<file path="src/rtl/gate_seq_ctrl_pkg.sv">
// Shared definitions for the gate truth-table sweep controller and its bench.
package gate_seq_ctrl_pkg;

    localparam int unsigned NUM_VEC = 4;
    localparam int unsigned IDX_W   = 2;
    localparam int unsigned CNT_W   = 4;

    typedef enum logic [2:0] {
        ST_IDLE   = 3'd0,
        ST_APPLY  = 3'd1,
        ST_WAIT   = 3'd2,
        ST_SAMPLE = 3'd3,
        ST_DONE   = 3'd4
    } state_t;

endpackage

</file>
<file path="src/rtl/gate_seq_ctrl_settle_cnt.sv">
// Settle counter: cleared by load, counts while enabled, flags the terminal count.
module settle_cnt
    import gate_seq_ctrl_pkg::*;
(
    input  logic             clk,
    input  logic             rst,
    input  logic             load,
    input  logic             en,
    input  logic [CNT_W-1:0] term,
    output logic             tc_c
);

    logic [CNT_W-1:0] count;

    always_ff @(posedge clk) begin
        if (rst) begin
            count <= '0;
        end else if (load) begin
            count <= '0;
        end else if (en) begin
            count <= count + CNT_W'(1);
        end
    end

    // Terminal only while counting, so the flag marks the last settle cycle.
    assign tc_c = en && (count == term);

endmodule

</file>
<file path="src/rtl/gate_seq_ctrl.sv">
// Drives the four input vectors of an external 2-input gate, waits for it to
// settle, samples its output and compares against a latched truth table.
module gate_seq_ctrl
    import gate_seq_ctrl_pkg::*;
#(
    parameter int unsigned SETTLE = 2
) (
    input  logic       clk,
    input  logic       rst,
    input  logic       start,
    input  logic [3:0] exp_tt,
    input  logic       y,
    output logic       a,
    output logic       b,
    output logic       busy,
    output logic       done,
    output logic       pass,
    output logic [3:0] err_mask
);

    state_t                    state;
    logic [IDX_W-1:0]          idx;
    logic [NUM_VEC-1:0]        exp_q;
    logic [NUM_VEC-1:0]        hit_c;
    logic                      cnt_load_c;
    logic                      cnt_en_c;
    logic                      cnt_tc_c;

    assign cnt_load_c = (state == ST_APPLY);
    assign cnt_en_c   = (state == ST_WAIT);

    settle_cnt u_settle_cnt (
        .clk  (clk),
        .rst  (rst),
        .load (cnt_load_c),
        .en   (cnt_en_c),
        .term (CNT_W'(SETTLE - 1)),
        .tc_c (cnt_tc_c)
    );

    // Mismatch bit for the vector currently being sampled.
    always_comb begin
        hit_c      = '0;
        hit_c[idx] = y ^ exp_q[idx];
    end

    // {a,b} are loaded on the edge entering APPLY so each vector is visible
    // for the whole APPLY+WAIT+SAMPLE window.
    always_ff @(posedge clk) begin
        if (rst) begin
            state    <= ST_IDLE;
            idx      <= '0;
            exp_q    <= '0;
            a        <= 1'b0;
            b        <= 1'b0;
            busy     <= 1'b0;
            done     <= 1'b0;
            pass     <= 1'b0;
            err_mask <= '0;
        end else begin
            done <= 1'b0;
            case (state)
                ST_IDLE: begin
                    if (start) begin
                        exp_q    <= exp_tt;
                        err_mask <= '0;
                        pass     <= 1'b0;
                        idx      <= '0;
                        {a, b}   <= 2'b00;
                        busy     <= 1'b1;
                        state    <= ST_APPLY;
                    end
                end
                ST_APPLY: begin
                    state <= ST_WAIT;
                end
                ST_WAIT: begin
                    if (cnt_tc_c) begin
                        state <= ST_SAMPLE;
                    end
                end
                ST_SAMPLE: begin
                    err_mask <= err_mask | hit_c;
                    if (idx == IDX_W'(NUM_VEC - 1)) begin
                        pass   <= ((err_mask | hit_c) == 4'd0);
                        done   <= 1'b1;
                        busy   <= 1'b0;
                        {a, b} <= 2'b00;
                        state  <= ST_DONE;
                    end else begin
                        idx    <= idx + IDX_W'(1);
                        {a, b} <= idx + IDX_W'(1);
                        state  <= ST_APPLY;
                    end
                end
                ST_DONE: begin
                    state <= ST_IDLE;
                end
                default: begin
                    state <= ST_IDLE;
                end
            endcase
        end
    end

endmodule

</file>
<file path="config.mk">
export PLATFORM = sky130hd
export DESIGN_NAME = gate_seq_ctrl
export DESIGN_NICKNAME = d
export VERILOG_FILES = /design/src/rtl/gate_seq_ctrl_pkg.sv /design/src/rtl/gate_seq_ctrl_settle_cnt.sv /design/src/rtl/gate_seq_ctrl.sv
export SDC_FILE = /design/constraint.sdc
export NUM_CORES = 1
export LEC_CHECK = 0
export CORE_MARGIN = 4
export CORE_UTILIZATION = 46
export DETAILED_ROUTE_END_ITERATION = 7
export PLACE_DENSITY = 0.85
export SLEW_MARGIN = 20
export SYNTH_ARGS = -nofsm -noshare
export SYNTH_HDL_FRONTEND = slang
export SYNTH_SLANG_ARGS = --single-unit
</file>
<file path="constraint.sdc">
create_clock -name clk -period 1.3 [get_ports clk]
set_input_delay 0.13 -clock clk [delete_from_list [all_inputs] [get_ports clk]]
set_output_delay 0.13 -clock clk [all_outputs]
set_load 0.02 [all_outputs]
</file>
==> flow_metrics.env <==
export IMPL_synth_compound_area_share_pct=15.5
export IMPL_synthCells=109
export IMPL_cts_sinks=22
export IMPL_drv_slew=0
export IMPL_clockBufferDepth=2
export IMPL_cp_num_cells=4
export IMPL_yosysUniqueCellTypes=36
export IMPL_clock_skew_ns=0.00144
export IMPL_syn_area_sq_um=1030
export IMPL_synthXorXnorAreaFrac_pct=2.43
export IMPL_p_switching_uw=355
export IMPL_drt_iter0_drc=28
export IMPL_synth_seq_area_share_pct=42.8
export IMPL_place_area_sq_um=1290
export IMPL_worst_setup_path_end_kind="flip-flop"
export IMPL_syn_to_final_growth_pct=37.2
export IMPL_holdPathStages=3
export IMPL_ys_top_cells_by_area="dfxtp_1, ha_1, nand2_1, a21oi_1, nor2_1"
export IMPL_start_kind="flip-flop"
export IMPL_io_pins=17
export IMPL_cts_tree="done"
export IMPL_cp_cell_sequence="mux4_2 -> xnor2_4 -> nor3_4 -> a22o_1"
export IMPL_die_height_microns=55.3
export IMPL_top_layer="met4"
export IMPL_fin_crit_ns=1.50
export IMPL_ant_nets=0
export IMPL_worstPathMaxFanout=3
export IMPL_p_comb_share_pct=20.8
export IMPL_outcome="finished with violations"
export IMPL_synth_largest_area_cell="dfxtp_1"
export IMPL_critPathMaxStageDelay_ns=0.56
export IMPL_relSlewSlack_pct=75.7
export IMPL_maxCapViolations=0
export IMPL_rows=16
export IMPL_grtUsageTotal_pct=16.0
export IMPL_timing_final_crit_share_pct=115
export IMPL_port_buffers=16
export IMPL_leakagePower_nw=0.587
export IMPL_regToRegSetupSlack_ns=-0.20
export IMPL_worst_pin_slew_ns=0.364
export IMPL_pre_cts_slack_ns=-0.170
export IMPL_clock_fmax_mhz=666
export IMPL_required_ns=1.50
export IMPL_criticalPathCategory="flip-flop to flip-flop"
export IMPL_path_clk_slew_ns=0.11
export IMPL_seqPwrFrac_pct=56.2
export IMPL_grt_max_degree=13
export IMPL_synth_seq_cells=22
export IMPL_layout_drive_gt1_share_pct=27.9
export IMPL_antenna_found_initial=0
export IMPL_gp_congestion=0.789
export IMPL_setup_ws_ns=-0.201
export IMPL_rr_startpoint="idx[0]"
export IMPL_min_from="exp_tt[1]"
export IMPL_syn_nets=123
export IMPL_wl_per_cell_microns=16.5
export IMPL_diodes=0
export IMPL_synth_top_area_share_pct=42.8
export IMPL_cts_buffers=3
export IMPL_power_mw=1.31
export IMPL_initial_core_util_pct=50.4
export IMPL_met3_length_microns=180
export IMPL_path_buf_inv=0
export IMPL_finish_utilization_pct=69.1
export IMPL_dp_hpwl_mm=1.78
export IMPL_vias=962
export IMPL_hp_class="input port to flip-flop"
export IMPL_h_tree_depth=1
export IMPL_failed_checks="setup timing"
export IMPL_cts_hold_buf=0
export IMPL_drt_pass1_iter_count=4
export IMPL_hold_violations=0
export IMPL_die_area_sq_um=3060
export IMPL_cp_slowest_cell="mux4_2"
export IMPL_rr_worst_depth=4
export IMPL_synth_simple_gate_area_share_pct=22.6
export IMPL_clkPwrFrac_pct=23.0
export IMPL_drc=0
export IMPL_die_x_microns=55.3
export IMPL_grt_ovfl_total=0
export IMPL_fin_setup_tns_ns=-0.914
export IMPL_synth_mux_area_share_pct=4.26
export IMPL_vdd_drop_max_v=0.000710
export IMPL_viasPerCell=5.76
export IMPL_holdPathEnd="exp_q[1]"
export IMPL_finalInstanceArea_sq_um=1410
export IMPL_ys_warn_count=0
export IMPL_fin_nets=156
export IMPL_grt_pass1_wl_mm=4.06
export IMPL_cts_root_buf="clkbuf_4"
export IMPL_rsz0062_at_grt="yes"
export IMPL_timing_rr_end="err_mask[1]"
export IMPL_synth_top_family_by_area="simple AND/OR/NAND/NOR gates"
export IMPL_p_int_uw=951
export IMPL_grt_pass1_vias=908
export IMPL_met1Wirelength_mm=1.09
export IMPL_synth_adder_area_share_pct=7.30
export IMPL_drt_total_wl_mm=2.76
export IMPL_swShare_pct=27.2
export IMPL_power_density_nw_per_um2=925
export IMPL_setup_violations=5
export IMPL_arrival_ns=1.70
export IMPL_core_area_sq_um=2040
export IMPL_wl_met2_mm=1.43
export IMPL_clock_latency_ns=0.30
export IMPL_avgSynthCellArea_sq_um=9.44
export IMPL_cp_top_family="multiplexers"
-- layout by cell type, fill, tap and decap left out, types with 2 or more instances in the layout --
cell type | Yosys | routed
nor2_1 | 12 | 11
dfxtp_2 | 0 | 4
dfxtp_1 | 22 | 15
inv_1 | 4 | 3
o21ai_1 | 0 | 2
clkdlybuf4s50_1 | 0 | 7
nand3b_1 | 2 | 2
dfxtp_4 | 0 | 3
buf_4 | 1 | 16
ha_1 | 6 | 5
a22oi_1 | 4 | 3
clkbuf_4 | 0 | 3
a22o_1 | 3 | 3
nand2_1 | 14 | 14
a21oi_1 | 10 | 9
dlygate4sd2_1 | 0 | 9
or3_1 | 2 | 2
-- worst max path at each step --
stage          startpoint           to  slack (ns)
6_report           idx[0]  err_mask[1]       -0.20
5_1_grt            idx[0]  err_mask[2]       -0.26
4_1_cts            idx[0]  err_mask[0]       -0.16
3_5_place_dp       idx[0]  err_mask[0]       -0.17
3_3_place_gp       idx[0]  err_mask[1]       -0.12
2_1_floorplan      idx[0]  err_mask[0]       -0.12
-- power groups by stage --
stage / clock network [mW] / registers, mW / logic [mW]
floorplan: 0 / 0.741 / 0.134
global placement: 0 / 0.743 / 0.214
detailed placement: 0 / 0.745 / 0.224
CTS: 0.304 / 0.730 / 0.228
global route: 0.346 / 0.740 / 0.292
finish: 0.300 / 0.734 / 0.271
-- routing by layer --
metal,global-route usage [%],vias to the layer above
met5,0,-
met4,7.99,0
met3,3.73,9
met2,27.0,37
met1,18.7,466
li1,-,450
-- final cells by class --
type | count | area [sq um]
Tap cell | 27 | 33.8
Inverter | 4 | 15.0
Fill cell | 164 | 631
Multi-Input combinational cell | 78 | 603
Clock buffer | 3 | 22.5
Sequential cell | 22 | 457
Timing Repair Buffer | 33 | 280
-- cells in the mapped netlist (all sizes together) --
cell / count
dfxtp: 22
nand2: 14
nor2: 12
a21oi: 10
ha: 6
a22oi: 4
inv: 4
a22o: 3
buf: 3
o21ai: 3
clkbuf: 2
nand3b: 2
nor3: 2
nor4b: 2
or3: 2
xnor2: 2
a211oi: 1
a21o: 1
a31o: 1
and2: 1
and3b: 1
and4b: 1
mux2: 1
mux2i: 1
mux4: 1
nand2b: 1
nand4: 1
nor2b: 1
nor4: 1
nor4bb: 1
o22ai: 1
o31ai: 1
-- what timing repair did --
item                                    CTS  global route
hold endpoints to repair                  0             0
gates cloned                              0             0
endpoints found under the setup margin   18            14
pin swaps                                 1             7
resized for setup                        12            21
buffers inserted                          1             2
-- kinds of logic after synthesis --
group	count (synthesis)
AND/OR/NAND/NOR	42
AO/OA/AOI/OAI	25
flip-flops	22
buffers and inverters	9
adder cells (fa/ha/maj)	6
multiplexers	3
XOR/XNOR	2
-- worst min-delay path, delay by kind of cell --
kind,cells,cell delay (ns)
AO/OA/AOI/OAI,1,0.05
buffers and inverters,1,0.39
AND/OR/NAND/NOR,1,0.05
-- metrics by stage --
stage / std cells / hold slack [ns]
global placement: 161 / 0.443
CTS: 165 / 0.361
detailed placement: 161 / 0.454
finish: 167 / 0.362
floorplan: 109 / 0.266
global route: 167 / 0.359
-- registers in the layout, indices dropped and copies added (netlist names) --
| register | cells |
|---|---|
| err_mask | 4 |
| exp_q | 4 |
| state | 3 |
| a | 1 |
| b | 1 |
| pass | 1 |
| idx | 2 |
| busy | 1 |
| u_settle_cnt.count | 4 |
| done | 1 |
Note: power is estimated with default switching activity, not from simulation.
